**src/rtl/vga_scroll_pattern.sv**
```systemverilog
// Frame-synchronous scrolling test-pattern generator for the TinyVGA PMOD path.
// Sits between the hvsync timing generator and the output pin mux; everything
// runs on the pixel clock and per-frame state advances on a one-cycle frame_tick.
module vga_scroll_pattern #(
    parameter int unsigned POS_W   = 10,
    parameter int unsigned SPEED_W = 6,
    parameter int          SPD_MAX = 20,
    parameter int          SPD_MIN = -10
) (
    input  logic                      clk,
    input  logic                      rst_n,
    input  logic                      frame_tick,
    input  logic                      video_active,
    input  logic                      hsync_in,
    input  logic                      vsync_in,
    input  logic [POS_W-1:0]          pix_x,
    input  logic [POS_W-1:0]          pix_y,
    input  logic [1:0]                mode,
    input  logic                      pause,
    output logic [1:0]                r_out,
    output logic [1:0]                g_out,
    output logic [1:0]                b_out,
    output logic                      hsync_out,
    output logic                      vsync_out,
    output logic [POS_W-1:0]          x_off,
    output logic [POS_W-1:0]          y_off,
    output logic signed [SPEED_W-1:0] speed
);

    // Sign-extension width from the speed register to the offset width.
    localparam int unsigned EXT_W = POS_W - SPEED_W;

    localparam logic [1:0] MODE_STATIC    = 2'b00;
    localparam logic [1:0] MODE_SCROLL    = 2'b01;
    localparam logic [1:0] MODE_BOUNCE_X  = 2'b10;
    localparam logic [1:0] MODE_BOUNCE_XY = 2'b11;

    localparam logic signed [SPEED_W-1:0] SPD_MAX_S = SPEED_W'(SPD_MAX);
    localparam logic signed [SPEED_W-1:0] SPD_MIN_S = SPEED_W'(SPD_MIN);
    localparam logic signed [SPEED_W-1:0] SPD_ONE   = SPEED_W'(1);

    typedef enum logic {
        DIR_UP   = 1'b0,
        DIR_DOWN = 1'b1
    } dir_t;

    dir_t                      dir;
    logic                      frame_step;
    logic                      bounce_mode;
    logic signed [SPEED_W-1:0] speed_half;
    logic [POS_W-1:0]          speed_ext;
    logic [POS_W-1:0]          half_ext;
    logic [POS_W-1:0]          mx;
    logic [POS_W-1:0]          my;
    logic                      unused_coord_bits;

    // A frame update happens only on an unpaused tick.
    assign frame_step  = frame_tick & ~pause;
    assign bounce_mode = (mode == MODE_BOUNCE_X) || (mode == MODE_BOUNCE_XY);

    // Pre-update speed and its arithmetic half, sign-extended to offset width.
    always_comb begin
        speed_half = speed >>> 1;
        speed_ext  = {{EXT_W{speed[SPEED_W-1]}}, speed};
        half_ext   = {{EXT_W{speed_half[SPEED_W-1]}}, speed_half};
    end

    // Bounce FSM: speed ramps toward SPD_MAX, turns, ramps toward SPD_MIN, turns.
    always_ff @(posedge clk or negedge rst_n) begin
        if (!rst_n) begin
            dir   <= DIR_UP;
            speed <= '0;
        end else if (frame_step && bounce_mode) begin
            case (dir)
                DIR_UP: begin
                    if (speed >= SPD_MAX_S) begin
                        dir   <= DIR_DOWN;
                        speed <= speed - SPD_ONE;
                    end else begin
                        speed <= speed + SPD_ONE;
                    end
                end
                DIR_DOWN: begin
                    if (speed <= SPD_MIN_S) begin
                        dir   <= DIR_UP;
                        speed <= speed + SPD_ONE;
                    end else begin
                        speed <= speed - SPD_ONE;
                    end
                end
                default: begin
                    dir   <= DIR_UP;
                    speed <= '0;
                end
            endcase
        end
    end

    // Scroll offsets; the modulo wrap falls out of the fixed register width.
    always_ff @(posedge clk or negedge rst_n) begin
        if (!rst_n) begin
            x_off <= '0;
            y_off <= '0;
        end else if (frame_step) begin
            case (mode)
                MODE_STATIC: begin
                end
                MODE_SCROLL: begin
                    x_off <= x_off + POS_W'(1);
                end
                MODE_BOUNCE_X: begin
                    x_off <= x_off + speed_ext;
                end
                MODE_BOUNCE_XY: begin
                    x_off <= x_off + speed_ext;
                    y_off <= y_off + half_ext;
                end
                default: begin
                end
            endcase
        end
    end

    // Pattern coordinates use the offsets as they stand before any tick this cycle.
    always_comb begin
        mx = pix_x + x_off;
        my = pix_y + y_off;
    end

    // Coordinate bits the pattern does not look at.
    assign unused_coord_bits = ^{mx[4:0], mx[POS_W-1:8], my[1:0], my[4:3], my[POS_W-1:6]};

    // Registered colour, blanked outside the active area.
    always_ff @(posedge clk or negedge rst_n) begin
        if (!rst_n) begin
            r_out <= 2'b00;
            g_out <= 2'b00;
            b_out <= 2'b00;
        end else if (video_active) begin
            r_out <= {mx[5], my[2]};
            g_out <= {mx[6], my[2]};
            b_out <= {mx[7], my[5]};
        end else begin
            r_out <= 2'b00;
            g_out <= 2'b00;
            b_out <= 2'b00;
        end
    end

    // Syncs take the same one-cycle delay as the colour so the pins stay aligned.
    always_ff @(posedge clk or negedge rst_n) begin
        if (!rst_n) begin
            hsync_out <= 1'b0;
            vsync_out <= 1'b0;
        end else begin
            hsync_out <= hsync_in;
            vsync_out <= vsync_in;
        end
    end

endmodule

```
**config.mk**
```make
export PLATFORM = sky130hd
export DESIGN_NAME = vga_scroll_pattern
export DESIGN_NICKNAME = d
export VERILOG_FILES = /design/src/rtl/vga_scroll_pattern.sv
export SDC_FILE = /design/constraint.sdc
export NUM_CORES = 1
export LEC_CHECK = 0
export CORE_UTILIZATION = 55
export CTS_BUF_LIST = sky130_fd_sc_hd__clkbuf_4 sky130_fd_sc_hd__clkbuf_8
export CTS_CLUSTER_DIAMETER = 150
export DETAILED_ROUTE_END_ITERATION = 12
export GPL_ROUTABILITY_DRIVEN = 0
export PLACE_DENSITY = 0.95
export RECOVER_POWER = 25
export SETUP_SLACK_MARGIN = 0.5
export SLEW_MARGIN = 20
export SYNTH_ARGS = -nofsm -noshare
export SYNTH_HDL_FRONTEND = slang
export SYNTH_SLANG_ARGS = --single-unit
```
**constraint.sdc**
```tcl
create_clock -name clk -period 4.21 [get_ports clk]
set_clock_uncertainty 0.05 [all_clocks]
set_input_delay 0.842 -clock clk [delete_from_list [all_inputs] [get_ports clk]]
set_output_delay 0.842 -clock clk [all_outputs]
set_load 0.03 [all_outputs]
```
==> flow_summary.toml <==
[clock_tree]
clkSlewWorstSetupHoldPaths_ns = 0.07
number_of_buffers_inserted_to_repair_setup_after_cts = 0
cts_buffers = 5
htree_levels = 2
cts-root-buf = "clkbuf_8"
tritoncts = "yes"
clock_sinks = 34
post_cts.resized_instances = 0
clkLatencyLatePin_ns = 0.28
cts_hold_buffers = 0
cts.path.max_buffers = 2

[power_and_ir_drop]
ir_worst_vdd_mv = 0.367
power.density_cell_area_mw_per_mm2 = 713
pwr_total_mw = 2.32
power.leakage_nw = 1.39

[route]
detail_route.wl_per_cell_um = 14.7
drt_iter0_drc = 100
dr_total_vias = 2301
antenna_violating_nets_left = 0
dr.pass1.iters = 4
detail_route.vias_per_cell = 5.92
drc = 0
drt_wl_total_um = 5730

[worst_setup_path]
r2r.worst_path.cells = 10
worst-endpoint-required_ns = 4.37
regToRegSetupSlack_ns = 1.70
critical_path_class = "input pin to flop"
setup.worst_path.start_class = "input pin"
cp-end-kind = "flop"
critical_path.reg2reg.startpoint = "speed[0]"
capturing_point_of_the_worst_reg2reg_path = "x_off[8]"
crit_fanout = 13
crit_arrival_ns = 3.44
first_element_of_the_critical_path = "mode[1]"

[timing]
report.final.hold_viol_count = 0
worst-slew-pin-transition_ns = 1.87
period_share_pct = 77.9
hold_slack_ns = 0.453
slew_headroom_pct = -24.6
achievable-frequency_mhz = 305
layout_min_cycle_time_ns = 3.28
setup_viol_count_final = 0
rsz0062_at_grt = "no"
finalSetupTns_ns = 0
slew_violations = 35

[finish]
nFillCells = 307
layoutNonFillerInstCount = 389
post_route_cells_drive_above_1_share_pct = 5.04
syn_to_final_growth_pct = 26.5
layout.cells.most_common = "clkdlybuf4s50_1"
multiInputGateArea_mm2 = 0.00163
layout.area.seq_um2 = 851
layout_nets = 395
stdcell_area_mm2 = 0.00325
antenna_cells = 0
final_cell_mix = "53 x clkdlybuf4s50_1, 34 x dfrtp_1, 30 x nand2_1, 27 x ha_1, 22 x o21ai_0"

[yosys]
synth_enable_flop_cells = 0
synthArstFlopShare_pct = 100
ys.flop_type = "dfrtp_1"
netlist-cell-type-count = 50
synth_seq_area_share_pct = 33.1
synth.yosys.warnings = 0
ys_ff_latch = 34
synth.avg_cell_area_um2 = 9.15
syn_nets = 339
synthCells = 281
synthesis.area_mm2 = 0.00257

[grt]
grt_max_degree = 35
grtUsageMet3_pct = 5.34
gr-usage-all-layers_pct = 24.7
gr-usage-met1_pct = 30.7
most_crowded_layer_after_global_routing = "met2"
grt_first_pass_wirelength_um = 9870
residual_overflow_from_global_routing = 0
antenna_found_initial = 0
vias_in_the_first_global_route = 2329
met2_usage_pct = 42.2

[status]
failed_checks = "max-capacitance violations, max-slew violations"
status = "finished with violations"

[worst_hold_path]
hold_path_startpoint = "y_off[9]"
holdPathEnd = "y_off[9]"
holdPathStages = 1
timing.hold.worst.class = "flop to flop"

[die]
coreArea_mm2 = 0.00441
ios = 63
initial_core_util_pct = 58.2
placementRows = 24
die_height_um = 70.4
die-width_um = 70.4
die-area_mm2 = 0.00495

[placed_design]
dpl-instance-area_mm2 = 0.00317
post-place-cells = 382
numPortBuffers = 56
dp_hpwl_um = 4360

[run]
cap_violations = 1
==> flip-flops by register name (all words and copies together), names as in the netlist <==
register / cells
b_out: 2
dir: 1
g_out: 2
hsync_out: 1
r_out: 1
speed: 6
vsync_out: 1
x_off: 10
y_off: 10
==> critical path, stage by stage <==
cell and delay (ns):
clkdlybuf4s50_1 0.74, nand2_1 0.12, ha_1 0.23, inv_1 0.09
fa_1 0.26, nor2b_4 0.06, o31a_1 0.28, or4b_1 0.47
a21oi_1 0.18, xor2_1 0.16
==> worst max-delay path by stage <==
stage               end  slack, ns  depth (start not counted)
2_1_floorplan  x_off[6]       1.32                         10
3_3_place_gp   x_off[8]       0.77                         10
3_5_place_dp   x_off[8]       0.64                         10
4_1_cts        x_off[8]       0.95                         10
5_1_grt        x_off[6]       0.76                         10
6_report       x_off[8]       0.93                         10
==> cell usage after synthesis, drive strengths merged, types with 2 or more instances <==
cell	count	area [um^2]
nand2b	2	12.5
a21o	5	37.5
a211oi	7	52.6
a211o	2	17.5
and2	8	50.1
o21ai	23	119
o21a	8	60.1
a21oi	18	90.1
nand4	3	18.8
and3	3	18.8
xnor2	10	87.6
ha	27	338
fa	2	40.0
nor2b	6	45.0
xor2	10	87.6
nand4b	2	17.5
dfrtp	34	851
clkbuf	5	18.8
and4	3	26.3
mux2	2	22.5
buf	4	21.3
nor2	8	30.0
nand3	5	25.0
or3	2	12.5
or4	2	15.0
nor3	8	40.0
o211ai	3	22.5
mux2i	2	20.0
or2	3	18.8
o31a	3	26.3
nand3b	2	15.0
inv	13	48.8
o2111ai	2	17.5
nand2	30	113
nor4b	3	26.3
==> logic make-up after synthesis <==
| family | after synthesis | share of synthesized area [%] |
|---|---|---|
| AND/OR/NAND/NOR | 93 | 19.9 |
| AO/OA/AOI/OAI | 79 | 20.4 |
| flip-flops | 34 | 33.1 |
| adder cells (fa/ha/maj) | 29 | 14.7 |
| buffers and inverters | 22 | 3.46 |
| XOR/XNOR | 20 | 6.81 |
| multiplexers | 4 | 1.65 |
==> layout make-up <==
cell class                 instances  share of cell area, %
tap                               52                   2.00
timing repair buffer              58                   17.6
clock buffer                       7                   2.58
multi-input combinational        225                   50.2
inverter                          13                   1.50
sequential                        34                   26.2
==> layer usage <==
metal / part of all wire (%) / up-vias
met5: 0 / -
met4: 1.4 / 0
met3: 5.0 / 11
met2: 48 / 74
met1: 45 / 1074
li1: - / 1142
==> per-stage QoR <==
stage | utilization (%) | setup slack, ns
2_1_floorplan | - | 1.32
3_3_place_gp | 71.9 | 0.767
3_5_place_dp | 71.9 | 0.643
4_1_cts | 73.8 | 0.946
5_1_grt | 73.7 | 0.762
6_report | 73.7 | 0.929
==> power by group <==
group	total [mW]	switching, mW	leakage, nW	internal, mW
logic	1.42	0.784	0.925	0.637
clock network	0.238	0.111	0.0452	0.127
registers	0.661	0.202	0.424	0.459
Power figures use the tool's default switching activity.
